`src/rtl/onehot_rr_arbiter_pkg.sv`:
```
// ----------------------------------------------------------------------------
// onehot_rr_arbiter_pkg
// Shared constants for the round-robin arbiter slice: default requester count,
// default beat width and a constant clog2 used to size the binary grant index.
// ----------------------------------------------------------------------------
package onehot_rr_arbiter_pkg;

    localparam int DEF_NUM_REQ = 4;
    localparam int DEF_WIDTH   = 8;

    // Ceiling log2 for elaboration-time sizing (n >= 2 in practice).
    function automatic int clog2(input int n);
        int r;
        r = 0;
        while ((1 << r) < n) begin
            r = r + 1;
        end
        return r;
    endfunction

endpackage

```
`src/rtl/onehot_rr_arbiter_if.sv`:
```
// ----------------------------------------------------------------------------
// onehot_rr_arbiter_if
// Bundles the requester side (i_req/i_data/i_last), the downstream ready and
// the arbiter outputs into one interface.
//   master : producers/consumer side, drives i_*, observes o_*
//   slave  : the arbiter, observes i_*, drives o_*
// Signals:
//   i_req    [NUM_REQ]        per-requester request/valid
//   i_data   [NUM_REQ*WIDTH]  packed beats, requester k at [k*WIDTH +: WIDTH]
//   i_last   [NUM_REQ]        per-requester end-of-burst flag
//   i_ready  [1]              downstream accepts beat
//   o_gnt    [NUM_REQ]        registered one-hot grant
//   o_gnt_idx[IDX_W]          binary index of o_gnt
//   o_valid, o_data[WIDTH], o_last, o_busy
// ----------------------------------------------------------------------------
interface onehot_rr_arbiter_if
    import onehot_rr_arbiter_pkg::*;
#(
    parameter int NUM_REQ = DEF_NUM_REQ,
    parameter int WIDTH   = DEF_WIDTH,
    parameter int IDX_W   = clog2(NUM_REQ)
);

    logic [NUM_REQ-1:0]       i_req;
    logic [NUM_REQ*WIDTH-1:0] i_data;
    logic [NUM_REQ-1:0]       i_last;
    logic                     i_ready;
    logic [NUM_REQ-1:0]       o_gnt;
    logic [IDX_W-1:0]         o_gnt_idx;
    logic                     o_valid;
    logic [WIDTH-1:0]         o_data;
    logic                     o_last;
    logic                     o_busy;

    modport master (
        output i_req, i_data, i_last, i_ready,
        input  o_gnt, o_gnt_idx, o_valid, o_data, o_last, o_busy
    );

    modport slave (
        input  i_req, i_data, i_last, i_ready,
        output o_gnt, o_gnt_idx, o_valid, o_data, o_last, o_busy
    );

endinterface

```
`src/rtl/onehot_rr_arbiter_mux.sv`:
```
// ----------------------------------------------------------------------------
// OnehotMultiplexer
// AND-OR multiplexer steered by a one-hot select. An all-zero select yields
// an all-zero output, which the arbiter relies on for its idle outputs.
// Ports:
//   sel_i  [SEL_WIDTH]        one-hot select
//   data_i [SEL_WIDTH*WIDTH]  packed inputs, lane k at [k*WIDTH +: WIDTH]
//   data_o [WIDTH]            selected lane
// ----------------------------------------------------------------------------
module OnehotMultiplexer #(
    parameter int SEL_WIDTH = 4,
    parameter int WIDTH     = 8
) (
    input  logic [SEL_WIDTH-1:0]       sel_i,
    input  logic [SEL_WIDTH*WIDTH-1:0] data_i,
    output logic [WIDTH-1:0]           data_o
);

    always_comb begin
        data_o = '0;
        for (int k = 0; k < SEL_WIDTH; k++) begin
            data_o = data_o | (data_i[k*WIDTH +: WIDTH] & {WIDTH{sel_i[k]}});
        end
    end

endmodule

```
`src/rtl/onehot_rr_arbiter.sv`:
```
// ----------------------------------------------------------------------------
// onehot_rr_arbiter
// Round-robin arbiter sharing one ready/valid channel among NUM_REQ
// requesters. The grant is registered one-hot and locked until a beat with
// end-of-burst is accepted; on release the next requester is granted on the
// same edge, so back-to-back bursts have no idle cycle.
// Ports:
//   clk  rising-edge clock
//   rst  synchronous active-high reset
//   arb  onehot_rr_arbiter_if.slave (requests, data, last, ready in;
//        grant, grant index, valid, data, last, busy out)
// ----------------------------------------------------------------------------
module onehot_rr_arbiter
    import onehot_rr_arbiter_pkg::*;
#(
    parameter int NUM_REQ = DEF_NUM_REQ,
    parameter int WIDTH   = DEF_WIDTH
) (
    input  logic                    clk,
    input  logic                    rst,
    onehot_rr_arbiter_if.slave      arb
);

    localparam int IDX_W = clog2(NUM_REQ);

    typedef enum logic {
        IDLE = 1'b0,
        LOCK = 1'b1
    } state_e;

    state_e             state_q, state_d;
    logic [NUM_REQ-1:0] gnt_q, gnt_d;
    logic [IDX_W-1:0]   ptr_q, ptr_d;

    logic [NUM_REQ-1:0] req_mask;
    logic [NUM_REQ-1:0] cand;
    logic [IDX_W-1:0]   cand_idx;
    logic [IDX_W-1:0]   gnt_idx;
    logic               xfer;
    logic               valid;
    logic               last;
    logic [NUM_REQ-1:0] last_q_req;

    // First asserted request at or after ptr, wrapping past NUM_REQ-1.
    function automatic logic [NUM_REQ-1:0] rr_pick(
        input logic [NUM_REQ-1:0] req,
        input logic [IDX_W-1:0]   ptr
    );
        logic [NUM_REQ-1:0] pick;
        logic               found;
        logic [IDX_W-1:0]   idx;
        int                 k;
        pick  = '0;
        found = 1'b0;
        for (int i = 0; i < NUM_REQ; i++) begin
            k = int'(ptr) + i;
            if (k >= NUM_REQ) begin
                k = k - NUM_REQ;
            end
            idx = IDX_W'(k);
            if (!found && req[idx]) begin
                pick[idx] = 1'b1;
                found     = 1'b1;
            end
        end
        return pick;
    endfunction

    // On release the releasing requester is masked out so it cannot be
    // re-granted on the same edge.
    always_comb begin
        req_mask = arb.i_req;
        if (state_q == LOCK) begin
            req_mask = arb.i_req & ~gnt_q;
        end
        cand = rr_pick(req_mask, ptr_q);
    end

    // One-hot to binary for both the candidate and the held grant.
    always_comb begin
        cand_idx = '0;
        gnt_idx  = '0;
        for (int i = 0; i < NUM_REQ; i++) begin
            if (cand[i]) begin
                cand_idx = cand_idx | IDX_W'(i);
            end
            if (gnt_q[i]) begin
                gnt_idx = gnt_idx | IDX_W'(i);
            end
        end
    end

    assign valid = |(gnt_q & arb.i_req);
    assign xfer  = valid & arb.i_ready;

    always_ff @(posedge clk) begin
        if (rst) begin
            state_q <= IDLE;
            gnt_q   <= '0;
            ptr_q   <= '0;
        end else begin
            state_q <= state_d;
            gnt_q   <= gnt_d;
            ptr_q   <= ptr_d;
        end
    end

    always_comb begin
        state_d = state_q;
        gnt_d   = gnt_q;
        ptr_d   = ptr_q;
        case (state_q)
            IDLE: begin
                if (|cand) begin
                    state_d = LOCK;
                    gnt_d   = cand;
                    ptr_d   = (cand_idx == IDX_W'(NUM_REQ - 1)) ? '0 : cand_idx + 1'b1;
                end
            end
            LOCK: begin
                if (xfer && last) begin
                    gnt_d = cand;
                    if (|cand) begin
                        state_d = LOCK;
                        ptr_d   = (cand_idx == IDX_W'(NUM_REQ - 1)) ? '0 : cand_idx + 1'b1;
                    end else begin
                        state_d = IDLE;
                    end
                end
            end
            default: begin
                state_d = IDLE;
                gnt_d   = '0;
            end
        endcase
    end

    assign last_q_req = arb.i_last & arb.i_req;

    OnehotMultiplexer #(
        .SEL_WIDTH (NUM_REQ),
        .WIDTH     (WIDTH)
    ) u_data_mux (
        .sel_i  (gnt_q),
        .data_i (arb.i_data),
        .data_o (arb.o_data)
    );

    OnehotMultiplexer #(
        .SEL_WIDTH (NUM_REQ),
        .WIDTH     (1)
    ) u_last_mux (
        .sel_i  (gnt_q),
        .data_i (last_q_req),
        .data_o (last)
    );

    assign arb.o_gnt     = gnt_q;
    assign arb.o_gnt_idx = gnt_idx;
    assign arb.o_valid   = valid;
    assign arb.o_last    = last;
    assign arb.o_busy    = (state_q == LOCK);

endmodule

```
`src/flat_wrapper.sv`:
```
// flat-port wrapper written by rule: the top's interface ports become plain ports
module onehot_rr_arbiter_flat import onehot_rr_arbiter_pkg::*;
#(
    parameter int NUM_REQ = DEF_NUM_REQ,
    parameter int WIDTH   = DEF_WIDTH
)
  (clk, rst, arb_i_req, arb_i_data, arb_i_last, arb_i_ready, arb_o_gnt, arb_o_gnt_idx, arb_o_valid, arb_o_data, arb_o_last, arb_o_busy);
  onehot_rr_arbiter_if #(.NUM_REQ(NUM_REQ), .WIDTH(WIDTH)) arb_i ();
  input  logic clk;
  input  logic rst;
  input wire logic [$bits(arb_i.i_req)-1:0] arb_i_req;
  input wire logic [$bits(arb_i.i_data)-1:0] arb_i_data;
  input wire logic [$bits(arb_i.i_last)-1:0] arb_i_last;
  input wire logic [$bits(arb_i.i_ready)-1:0] arb_i_ready;
  output wire logic [$bits(arb_i.o_gnt)-1:0] arb_o_gnt;
  output wire logic [$bits(arb_i.o_gnt_idx)-1:0] arb_o_gnt_idx;
  output wire logic [$bits(arb_i.o_valid)-1:0] arb_o_valid;
  output wire logic [$bits(arb_i.o_data)-1:0] arb_o_data;
  output wire logic [$bits(arb_i.o_last)-1:0] arb_o_last;
  output wire logic [$bits(arb_i.o_busy)-1:0] arb_o_busy;
  assign arb_i.i_req = arb_i_req;
  assign arb_i.i_data = arb_i_data;
  assign arb_i.i_last = arb_i_last;
  assign arb_i.i_ready = arb_i_ready;
  assign arb_o_gnt = arb_i.o_gnt;
  assign arb_o_gnt_idx = arb_i.o_gnt_idx;
  assign arb_o_valid = arb_i.o_valid;
  assign arb_o_data = arb_i.o_data;
  assign arb_o_last = arb_i.o_last;
  assign arb_o_busy = arb_i.o_busy;
  onehot_rr_arbiter #(.NUM_REQ(NUM_REQ), .WIDTH(WIDTH)) u_core (.clk(clk), .rst(rst), .arb(arb_i));
endmodule
```
`config.mk`:
```
export PLATFORM = sky130hd
export DESIGN_NAME = onehot_rr_arbiter_flat
export DESIGN_NICKNAME = d
export VERILOG_FILES = /design/src/rtl/onehot_rr_arbiter_pkg.sv /design/src/rtl/onehot_rr_arbiter_if.sv /design/src/rtl/onehot_rr_arbiter_mux.sv /design/src/rtl/onehot_rr_arbiter.sv /design/src/flat_wrapper.sv
export SDC_FILE = /design/constraint.sdc
export NUM_CORES = 1
export LEC_CHECK = 0
export CAP_MARGIN = 20
export CORE_ASPECT_RATIO = 1.4
export CORE_MARGIN = 2
export CORE_UTILIZATION = 34
export DETAILED_ROUTE_END_ITERATION = 10
export HOLD_SLACK_MARGIN = 0.02
export PLACE_DENSITY = 0.78
export REMOVE_ABC_BUFFERS = 1
export SKIP_LAST_GASP = 1
export SYNTH_ARGS = -nofsm -noshare
export SYNTH_HDL_FRONTEND = slang
export SYNTH_SLANG_ARGS = --single-unit
```
`constraint.sdc`:
```
create_clock -name clk -period 2.4 [get_ports clk]
set_input_delay 0.24 -clock clk [delete_from_list [all_inputs] [get_ports clk]]
set_output_delay 0.24 -clock clk [all_outputs]
set_load 0.05 [all_outputs]
```
==> results.md <==
- Routed vias: about 1200
- Ant. Diodes: 0
- Min cycle time layout: around 2500 ps
- Critical path class: reg2reg
- Pleak: approximately 0.80 nW
- Cell Chain, Critical Path: inv_2 > ha_1 > buf_4 > or3_1 > a21oi_1 > a221o_2 > buf_4 > xnor2_1 > or3_1 > a21oi_1
- Fill count: 247
- Worst-path clk slew: roughly 40 ps
- P_int: 1.25 mW
- Clk_lat worst skew: 220 ps
- IO buf count: about 60
- Crit path to: u_core.ptr_q[1]
- Startpoint Class: flop
- DR pass1 iterations: 4
- Final Power: 2.61 mW
- Critical Path AT: ~2700 ps
- Fin area: 1860 sq um
- RSZ-0062 raised after global routing: yes
- Yosys warns: 0
- Row count: 23
- Power share of the clock group: between 6 and 7%
- Fin Setup TNS: -600 ps
- R2r worst-path depth: 10
- Routed WL: around 3.5 mm
- Cell count along the critical path: 10
- Buf+Inv Stages, Crit Path: 3
- Post-synthesis sequential area ratio: between 10% and 20%
- Initial DRC count: 18
- Vias in the first global route: roughly 1300
- Setup crit end kind: flop
- Largest net degree at the start of global routing: 15
- Hold_ws: around 610 ps
- First-pass GRT wire length: around 5.4 mm
- Synthesized flop and latch total: 7
- Maximum vdd drop: about 1000 uV
- R2r setup slk: -110 ps
- GRT Total Usage: a little over a fifth
- Core Box Area: about 2800 sq um
- Hold buffer count at cts: 0
- CTS Buf Count: 3
- Min-delay worst type: reg2reg
- Peak per-stage delay on the critical path: 430 ps
- Clk sinks: 7
- Seq pwr share: under 10%
- Drt via density: 5.33
- Final Hold Viols: 0
- Initial core utilization: about a third
- Wire per inst: between 10 and 15 microns
- CTS tree: done
- Cell count after synthesis: between 100 and 150
- Max Freq: between 300 and 400 MHz
- H-Tree Depth: 1
- Switching power: roughly 1.4 mW
- Pwr/cell area: roughly 1400 nW/um^2
- Hpwl dp: 2.71 mm
- Combinational share of power: between 80% and 90%
- Crit path launch: u_core.ptr_q[0]
- Clock Root Buffer: clkbuf_8
- CP required: approximately 2600 ps
- Antenna violations before repair: 0
- Failing checks: setup timing
- Reg2reg end: u_core.ptr_q[1]
- DRC violations left: 0
- CP max FO: 3
- Final setup violation count: 6
- Worst slew pin tran: slightly above 500 ps
- ANT nets after route: 0
- Sw frac: a little over half
- Post-placement cell area: around 1800 sq um
- Final worst setup slack: -112 ps
- Fin Clk Skew: about 0.32 ps
- Cell family with most CP delay: simple AND/OR/NAND/NOR gates
- Most common cell after layout, fill and taps aside: clkdlybuf4s50_1
- Fin. max-slew vios: 0
- Unique masters post-synth: 31
- Mean post-synth cell area: 8.76 sq um
- Worst R2R Start: u_core.ptr_q[0]
- Die extent in y: 67.6 microns
- Commonest non-fill, non-tap cells in the layout: clkdlybuf4s50_1, buf_4, a22oi_1, nand2_1, mux2i_1
- Layout area overhead: 90.1%
- Pre-CTS WS: -549 ps
- Cell Count, Final, Fillers Out: around 230
- CTS max path bufs: 2
- I/O pins: 60
- Fraction of layout cells with a size suffix above 1: about a quarter
- Post-Syn Area: roughly 980 sq um
- Layout Utilization: roughly two thirds
- Crit-path slowest cell: or3_1
- GPL Wtd Cong: approximately 0.81
- Die area: between 3000 and 4000 sq um
- MaxCap Viol Count: 0
- Inst Count DP: between 200 and 250
- GRT overflow: 0
- Fin crit share: 105%
- Status: finished, violations left
- Die W: 49.4 microns
- Net count, final: between 200 and 250
- Relative slew slack: between 60% and 70%
-- layout make-up --
| class | instances | area [sq um] | share of cell area (%) |
|---|---|---|---|
| sequential | 7 | 145 | 7.79 |
| clock buffer | 4 | 45.0 | 2.42 |
| inverter | 6 | 22.5 | 1.21 |
| tap | 37 | 46.3 | 2.48 |
| timing repair buffer | 84 | 783 | 42.0 |
| multi-input combinational | 95 | 822 | 44.1 |
-- cell usage after synthesis --
cell	number	area share, %
xnor2_1	1	0.89
inv_1	5	1.9
nand3b_1	1	0.77
clkbuf_8	3	4.2
nand3_1	7	3.6
a21oi_1	3	1.5
dfxtp_1	7	14
nand2_1	16	6.1
mux2i_1	10	10
a2111o_1	1	1.1
mux4_2	1	2.3
o41ai_2	1	1.7
nor2_1	7	2.7
or2_2	2	1.3
a22oi_1	18	14
ha_1	7	8.9
or3b_1	1	0.89
nand4_1	1	0.64
inv_2	1	0.38
a211oi_1	1	0.77
mux2i_4	3	6.9
mux2_2	1	1.1
or3_1	2	1.3
buf_6	1	1.1
a31oi_1	1	0.64
a21oi_2	1	0.89
a221o_2	2	2.3
a211o_2	1	1.0
a211o_1	1	0.89
a21boi_1	4	3.1
o41ai_4	1	2.8
-- worst reg2reg max path: stages (launching register included) --
cell	delay, ps
dfxtp_2	360
inv_2	50
ha_1	310
buf_4	140
or3_1	430
a21oi_1	250
a221o_2	260
buf_4	150
xnor2_1	50
or3_1	300
a21oi_1	150
-- state kept, by name, summed over array words and instances (netlist names) --
signal and count:
u_core.arb.o_busy 1, u_core.arb.o_gnt 4, u_core.ptr_q 2
-- per-layer routing --
| layer | track usage [%] | vias up | share of wire (%) | routed length, microns |
|---|---|---|---|---|
| li1 | - | 598 | - | - |
| met1 | 19.8 | 584 | 35 | 1210 |
| met2 | 44.1 | 55 | 58 | 2000 |
| met3 | 3.54 | 6 | 5.9 | 204 |
| met4 | 9.03 | 0 | 1.6 | 57 |
| met5 | 0 | - | 0 | 0 |
-- worst min-delay path by stage --
| stage | endpoint | from | cells after the start |
|---|---|---|---|
| floorplan | u_core.ptr_q[1] | rst | 1 |
| global placement | u_core.ptr_q[1] | u_core.ptr_q[1] | 3 |
| detailed placement | u_core.ptr_q[1] | u_core.ptr_q[1] | 3 |
| CTS | u_core.ptr_q[1] | u_core.ptr_q[1] | 3 |
| global route | u_core.ptr_q[1] | u_core.ptr_q[1] | 3 |
| finish | u_core.ptr_q[1] | u_core.ptr_q[1] | 3 |
-- power groups by stage --
stage                     sequential (mW)  clock, mW  combinational, mW
final                               0.224      0.162               2.22
after global routing                0.228      0.175               2.35
after CTS                           0.221      0.167               2.17
after detailed placement            0.203          0               2.10
after global placement              0.202          0               2.05
after floorplan                     0.359          0               1.19
-- logic make-up (layout without fill, tap and decap cells) --
group | after synthesis | after routing | share of synthesized area, %
AND/OR/NAND/NOR | 37 | 37 | 17.2
flip-flops | 7 | 7 | 14.3
buffers and inverters | 10 | 94 | 7.65
XOR/XNOR | 1 | 1 | 0.893
adder cells (fa/ha/maj) | 7 | 7 | 8.93
multiplexers | 15 | 15 | 20.5
AO/OA/AOI/OAI | 35 | 35 | 30.5
-- timing repair --
| item | CTS | global route |
|---|---|---|
| endpoints found under the setup margin | 6 | 6 |
| resized for setup | 13 | 5 |
| hold endpoints to repair | 0 | 0 |
| setup buffers | 2 | 1 |
| pin swaps | 7 | 7 |
Note: power is estimated with default switching activity, not from simulation.
